$ cat config.mk
export PLATFORM = sky130hd
export DESIGN_NAME = detector_borda_multi
export DESIGN_NICKNAME = d
export VERILOG_FILES = /design/src/rtl/detector_borda_multi.sv
export SDC_FILE = /design/constraint.sdc
export NUM_CORES = 1
export LEC_CHECK = 0
export ABC_CLOCK_PERIOD_IN_PS = 4000
export BUFFER_PORTS_ARGS = -buffer_cell sky130_fd_sc_hd__buf_2
export CAP_MARGIN = 10
export CORE_MARGIN = 2
export CORE_UTILIZATION = 30
export CTS_CLUSTER_SIZE = 8
export DETAILED_ROUTE_END_ITERATION = 8
export GPL_ROUTABILITY_DRIVEN = 0
export HOLD_SLACK_MARGIN = 0.08
export PLACE_DENSITY_LB_ADDON = 0.15
export SLEW_MARGIN = 0
export SYNTH_ARGS = -nofsm -noshare
export SYNTH_HDL_FRONTEND = slang
export SYNTH_SLANG_ARGS = --single-unit
$ cat constraint.sdc
create_clock -name clk -period 4 [get_ports clk]
set_clock_uncertainty 0.15 [all_clocks]
set_input_delay 0.6 -clock clk [delete_from_list [all_inputs] [get_ports clk]]
set_output_delay 0.6 -clock clk [all_outputs]
set_load 0.05 [all_outputs]
$ cat src/rtl/detector_borda_multi.sv
// detector_borda_multi: parametrised multi-channel edge detector.
// Each channel has its own input synchroniser and debounce filter. Qualified
// edges produce one-cycle pulses on detector and set sticky, write-1-to-clear
// bits in flag.
// Optional feature: define DETECTOR_BORDA_COUNT_EN to add a saturating 16-bit
// counter of cycles in which any channel fired (event_count, cleared by cnt_clr).
module detector_borda_multi #(
    parameter int WIDTH       = 8,
    parameter int SYNC_STAGES = 2,
    parameter int DEB_CYCLES  = 4
) (
    input  logic             clk,
    input  logic             rst,
    input  logic [WIDTH-1:0] entrada,
    input  logic [1:0]       mode,
    input  logic [WIDTH-1:0] clr,
`ifdef DETECTOR_BORDA_COUNT_EN
    input  logic             cnt_clr,
    output logic [15:0]      event_count,
`endif
    output logic [WIDTH-1:0] detector,
    output logic [WIDTH-1:0] flag,
    output logic             any_event
);

    localparam int CW = $clog2(DEB_CYCLES + 1);
    localparam logic [CW-1:0] CNT_LAST = CW'(DEB_CYCLES - 1);

    typedef enum logic [1:0] {
        MODE_RISE = 2'b00,
        MODE_FALL = 2'b01,
        MODE_BOTH = 2'b10,
        MODE_NONE = 2'b11
    } edge_mode_t;

    logic [WIDTH-1:0] sync_q [SYNC_STAGES];
    logic [WIDTH-1:0] sync_v;
    logic [WIDTH-1:0] stable_q;
    logic [CW-1:0]    cnt_q [WIDTH];
    logic [WIDTH-1:0] update;
    logic [WIDTH-1:0] det_next;
    edge_mode_t       mode_sel;

    assign sync_v   = sync_q[SYNC_STAGES-1];
    assign mode_sel = edge_mode_t'(mode);

    // Synchroniser chain: bring the asynchronous inputs into the clk domain
    always_ff @(posedge clk) begin
        if (rst) begin
            for (int s = 0; s < SYNC_STAGES; s++) begin
                sync_q[s] <= '0;
            end
        end else begin
            sync_q[0] <= entrada;
            for (int s = 1; s < SYNC_STAGES; s++) begin
                sync_q[s] <= sync_q[s-1];
            end
        end
    end

    // Detect the update event per channel and qualify its edge against mode
    always_comb begin
        update   = '0;
        det_next = '0;
        for (int i = 0; i < WIDTH; i++) begin
            update[i] = (sync_v[i] != stable_q[i]) && (cnt_q[i] == CNT_LAST);
            if (update[i]) begin
                case (mode_sel)
                    MODE_RISE: det_next[i] = sync_v[i];
                    MODE_FALL: det_next[i] = ~sync_v[i];
                    MODE_BOTH: det_next[i] = 1'b1;
                    default:   det_next[i] = 1'b0;
                endcase
            end
        end
    end

    // Debounce: accept a new level only after DEB_CYCLES consecutive differing cycles
    always_ff @(posedge clk) begin
        if (rst) begin
            stable_q <= '0;
            for (int i = 0; i < WIDTH; i++) begin
                cnt_q[i] <= '0;
            end
        end else begin
            for (int i = 0; i < WIDTH; i++) begin
                if (sync_v[i] == stable_q[i]) begin
                    cnt_q[i] <= '0;
                end else if (update[i]) begin
                    stable_q[i] <= sync_v[i];
                    cnt_q[i]    <= '0;
                end else begin
                    cnt_q[i] <= cnt_q[i] + 1'b1;
                end
            end
        end
    end

    // Event pulses and sticky flags; a new event beats a simultaneous clear
    always_ff @(posedge clk) begin
        if (rst) begin
            detector <= '0;
            flag     <= '0;
        end else begin
            detector <= det_next;
            flag     <= (flag & ~clr) | det_next;
        end
    end

    assign any_event = |detector;

`ifdef DETECTOR_BORDA_COUNT_EN
    // Saturating count of cycles with at least one event; clear beats increment
    always_ff @(posedge clk) begin
        if (rst || cnt_clr) begin
            event_count <= '0;
        end else if (any_event && (event_count != 16'hFFFF)) begin
            event_count <= event_count + 16'd1;
        end
    end
`endif

endmodule

# After elaboration in Yosys (flattened, before gate mapping)
# Memories as Yosys holds them, arrays and structs flattened.
# Cells that the tools add are included.
[classes]
addsub = 8
multipliers = 0
div_mod_pow = 0
n_lt_le_gt_ge = 0
eq_ne = 26
n_shift = 0
mux = 133
n_bitwise = 45
reduce_logical = 18
[ops]
columns = ["cell", "n"]
rows = [
  ["$mux 1", 99],
  ["$mux 3", 24],
  ["$or 1x1->1", 26],
  ["$add 3x1->3 const B", 8],
  ["$eq 3x2->1 const B", 8],
  ["$pmux 1 s3", 8],
  ["$mux 8", 2],
  ["$not 1->1", 16],
  ["$reduce_and 2->1", 8],
  ["$and 8x8->8", 1],
  ["$eq 1x1->1", 8],
  ["$logic_and 1x1->1", 8],
  ["$ne 1x1->1", 8],
  ["$not 8->8", 1],
  ["$or 8x8->8", 1],
  ["$reduce_or 8->1", 1],
  ["$eq 2x1->1 const B", 1],
  ["$eq 2x2->1 const B", 1],
  ["$logic_not 2->1", 1],
]
[word_totals]
register_bits = 24
latch_bits = 0
ram_bits = 40
romBits = 0
inputBits = 20
elab_cells = 242
memories = 2
[mem_list]
columns = ["name", "depth", "word_bits", "read_ports", "rd_clocked_by_memory_dff", "write_ports", "line_no", "rtl"]
rows = [
  ["cnt_q", 8, 3, 8, 0, 8, "39", "logic [CW-1:0] cnt_q [WIDTH];"],
  ["sync_q", 2, 8, 2, 0, 2, "36", "logic [WIDTH-1:0] sync_q [SYNC_STAGES];"],
]

# Longest topological paths before layout
[logic_depth]
word_depth = 8
mapped_depth = 5
depth_no_buf = 5

# Worst setup path after synthesis
# OpenSTA, ideal clock, no wires.
[synth_timing]
path_type = "register to output"
start = "register detector[1]"
end = "output any_event"
arrival_time_ps = 1103
required_ps = 3250
slack_ps = 2147
path_stages_with_launch = 3
path_buffers = 0
cell_sequence = "dfxtp_1 > nor4_1 > nand2_1"
[synth_between]
elab_chain_cells = 1
[synth_lines]
columns = ["item", "line_no", "rtl"]
rows = [
  ["start: declaration", "21", "output logic [WIDTH-1:0] detector,"],
  ["start signal: assignment", "105", "detector <= det_next;"],
  ["$reduce_or 8->1", "110", "assign any_event = |detector;"],
  ["end: declaration", "23", "output logic any_event"],
]
# Every way passes these cells.

# Final worst setup path
[layout_timing]
start = "register detector[5]"
end = "output any_event"
# Same word-level chain as after synthesis.

==> results.tsv <==
metric	value	unit
crit_path_start_kind	flop	
crit_slowest_cell	nor4_1	
setup_viol	0	
synth_top_area_share	29.5	%
finalPower	1.23	mW
fin_tns_setup	0	ns
area_growth	19.2	%
cts-root-buf	clkbuf_8	
grt_max_degree	50	
n_antenna_cell	0	
grtUsageTotal	10.5	%
synth.most_common_cell	dfxtp_1	
tightestPinTransition	0.853	ns
cts_tree	built	
final_hold_viol_count	0	
core_area	0.00876	mm^2
crit_path_max_fanout	2	
synthTopCellsByArea	dfxtp_1, edfxtp_1, ha_1	
fin_area	0.00323	mm^2
routed-via-count	1686	
crit_required	3.25	ns
hold_start	sync_q[0][3]	
cts_setup_buffers	0	
grt_setup_unrepaired	no	
ys_types	25	
peakVddDrop	0.000176	V
end_kind	output pin	
synth-async-reset-ratio	0	%
postCtsResizedCells	0	
cts_buffer_depth	2	
ys_seq_area_share	56.1	%
antenna_found_initial	0	
ant_nets	0	
drc_errors	0	
cts_buffers	9	
critical_path_class	flop to output pin	
power_density	381	mW/mm^2
dp_hpwl	3170	um
num_rows	34	
yosys.area.top_type	dfxtp_1	
netlist_area	0.00271	mm^2
reg2reg_from	cnt_q[1][6]	
start_util	31.0	%
grt_pass1_vias	1638	
report.final.slew_viol_count	0	
hp-class	flop to flop	
cts_hold_buf	0	
vias_per_cell	4.11	
fmaxAchievable	0.437	GHz
clock_sinks	64	
ys_ff_latch	64	
fp.dieW	99.1	um
grt_pass1_wl	7760	um
hold_end	sync_q[0][11]	
wl_per_cell	11.1	um
final_core_util	36.9	%
min_period	2.29	ns
final_nets	333	
port_buffers	36	
first_pass_iters	4	
regToRegEndpoint	cnt_q[1][6]	
holdPathStages	1	
worstRegToRegCells	4	
synth-edff-count	24	
slew_headroom	43.1	%
drt_iter0_drc	18	
slowest_delay	0.50	ns
cp_cell_sequence	nor4_1 -> nand2_1 -> buf_2	
grt-ovfl-total	0	
yosysWarnings	0	
postSynthCellCount	233	
synth_common_cells	dfxtp_1, inv_1, edfxtp_1, nor2_2	
cts.clk_slew.worst_paths	0.07	ns
drt-total-wl	4570	um
ys.flop_type	dfxtp_1	
place_area	0.00308	mm^2
die_h	99.1	um
io_pins	37	
fin_crit_sh	57.2	%
outcome	completed	
h-tree-depth	3	
regToRegSetupSlack	2.32	ns
maxCapViolations	0	
die-area	0.00982	mm^2
arrival	1.54	ns
power_leakage	1.33	nW
syn_area_per_cell	11.6	um^2
drive_above_1_share	27.5	%
clkLatencyLatePin	0.34	ns
## layout by cell type (no fill, tap or decap), drive strengths merged
| cell type | count |
|---|---|
| a21o | 1 |
| a31oi | 7 |
| buf | 36 |
| clkbuf | 11 |
| clkinv | 5 |
| conb | 24 |
| dfxtp | 40 |
| edfxtp | 24 |
| ha | 16 |
| inv | 30 |
| mux2i | 8 |
| nand2 | 1 |
| nand2b | 7 |
| nand4bb | 1 |
| nor2 | 40 |
| nor2b | 16 |
| nor3b | 7 |
| nor4 | 2 |
| nor4bb | 1 |
| o2bb2ai | 1 |
| o32ai | 7 |
| or3 | 8 |
| xnor2 | 8 |
| xor2 | 1 |
## registers in the layout, indices dropped and copies added (netlist names)
signal    flops
sync_q       16
flag          8
stable_q      8
detector      8
cnt_q        24
## worst max path at each step
stage / start / to / slack [ns] / depth (start not counted)
finish: detector[5] / any_event / 1.71 / 3
CTS: detector[5] / any_event / 1.68 / 3
detailed placement: rst / flag[6] / 1.95 / 4
global route: detector[5] / any_event / 1.60 / 3
global placement: rst / cnt_q[0][8] / 1.98 / 3
floorplan: detector[1] / any_event / 2.15 / 2
## routing by layer
layer	global-route usage (%)	share of wire (%)	wire length [um]	vias up
met2	15.5	45	2060	37
li1	-	-	-	881
met3	4.29	5.9	271	9
met5	0	0	0	-
met1	13.2	47	2130	759
met4	5.37	2.3	106	0
## area by class of cell
type,count,area (um^2)
fill,906,5530
sequential,64,1520
multi-input combinational,156,1130
timing repair buffer,36,180
tap,108,135
clock buffer,11,131
inverter,30,113
clock inverter,5,23.8
## metrics by stage
| step | setup slack [ns] | hold slack, ns | cells |
|---|---|---|---|
| final | 1.71 | 0.283 | 410 |
| after global routing | 1.60 | 0.284 | 410 |
| after CTS | 1.68 | 0.278 | 410 |
| after detailed placement | 1.95 | 0.275 | 394 |
| after global placement | 1.98 | 0.269 | 394 |
| after floorplan | 2.15 | 0.264 | 256 |
## report_power, final
group / internal [mW] / switching [mW] / leakage [nW]
logic: 0.0323 / 0.0439 / 0.668
clock network: 0.219 / 0.234 / 0.0843
registers: 0.695 / 0.00966 / 0.573
total: 0.946 / 0.288 / 1.33
## worst max-delay path: cells and delay by family (launching register included)
family / cells / cell delay [ns]
buf+inv: 1 / 0.25
simple gates: 2 / 0.64
flops: 1 / 0.31
## cells by family (layout without fill, tap and decap cells)
| group | Yosys count | after routing | share of synthesized area, % |
|---|---|---|---|
| AND/OR/NAND/NOR | 83 | 83 | 19.7 |
| flip-flops | 64 | 64 | 56.1 |
| buffers and inverters | 36 | 82 | 5.44 |
| adder cells (fa/ha/maj) | 16 | 16 | 7.38 |
| AO/OA/AOI/OAI | 16 | 16 | 4.70 |
| XOR/XNOR | 9 | 9 | 3.60 |
| multiplexers | 8 | 8 | 2.95 |
| other | 1 | 24 | 0.138 |
Power figures use the tool's default switching activity.
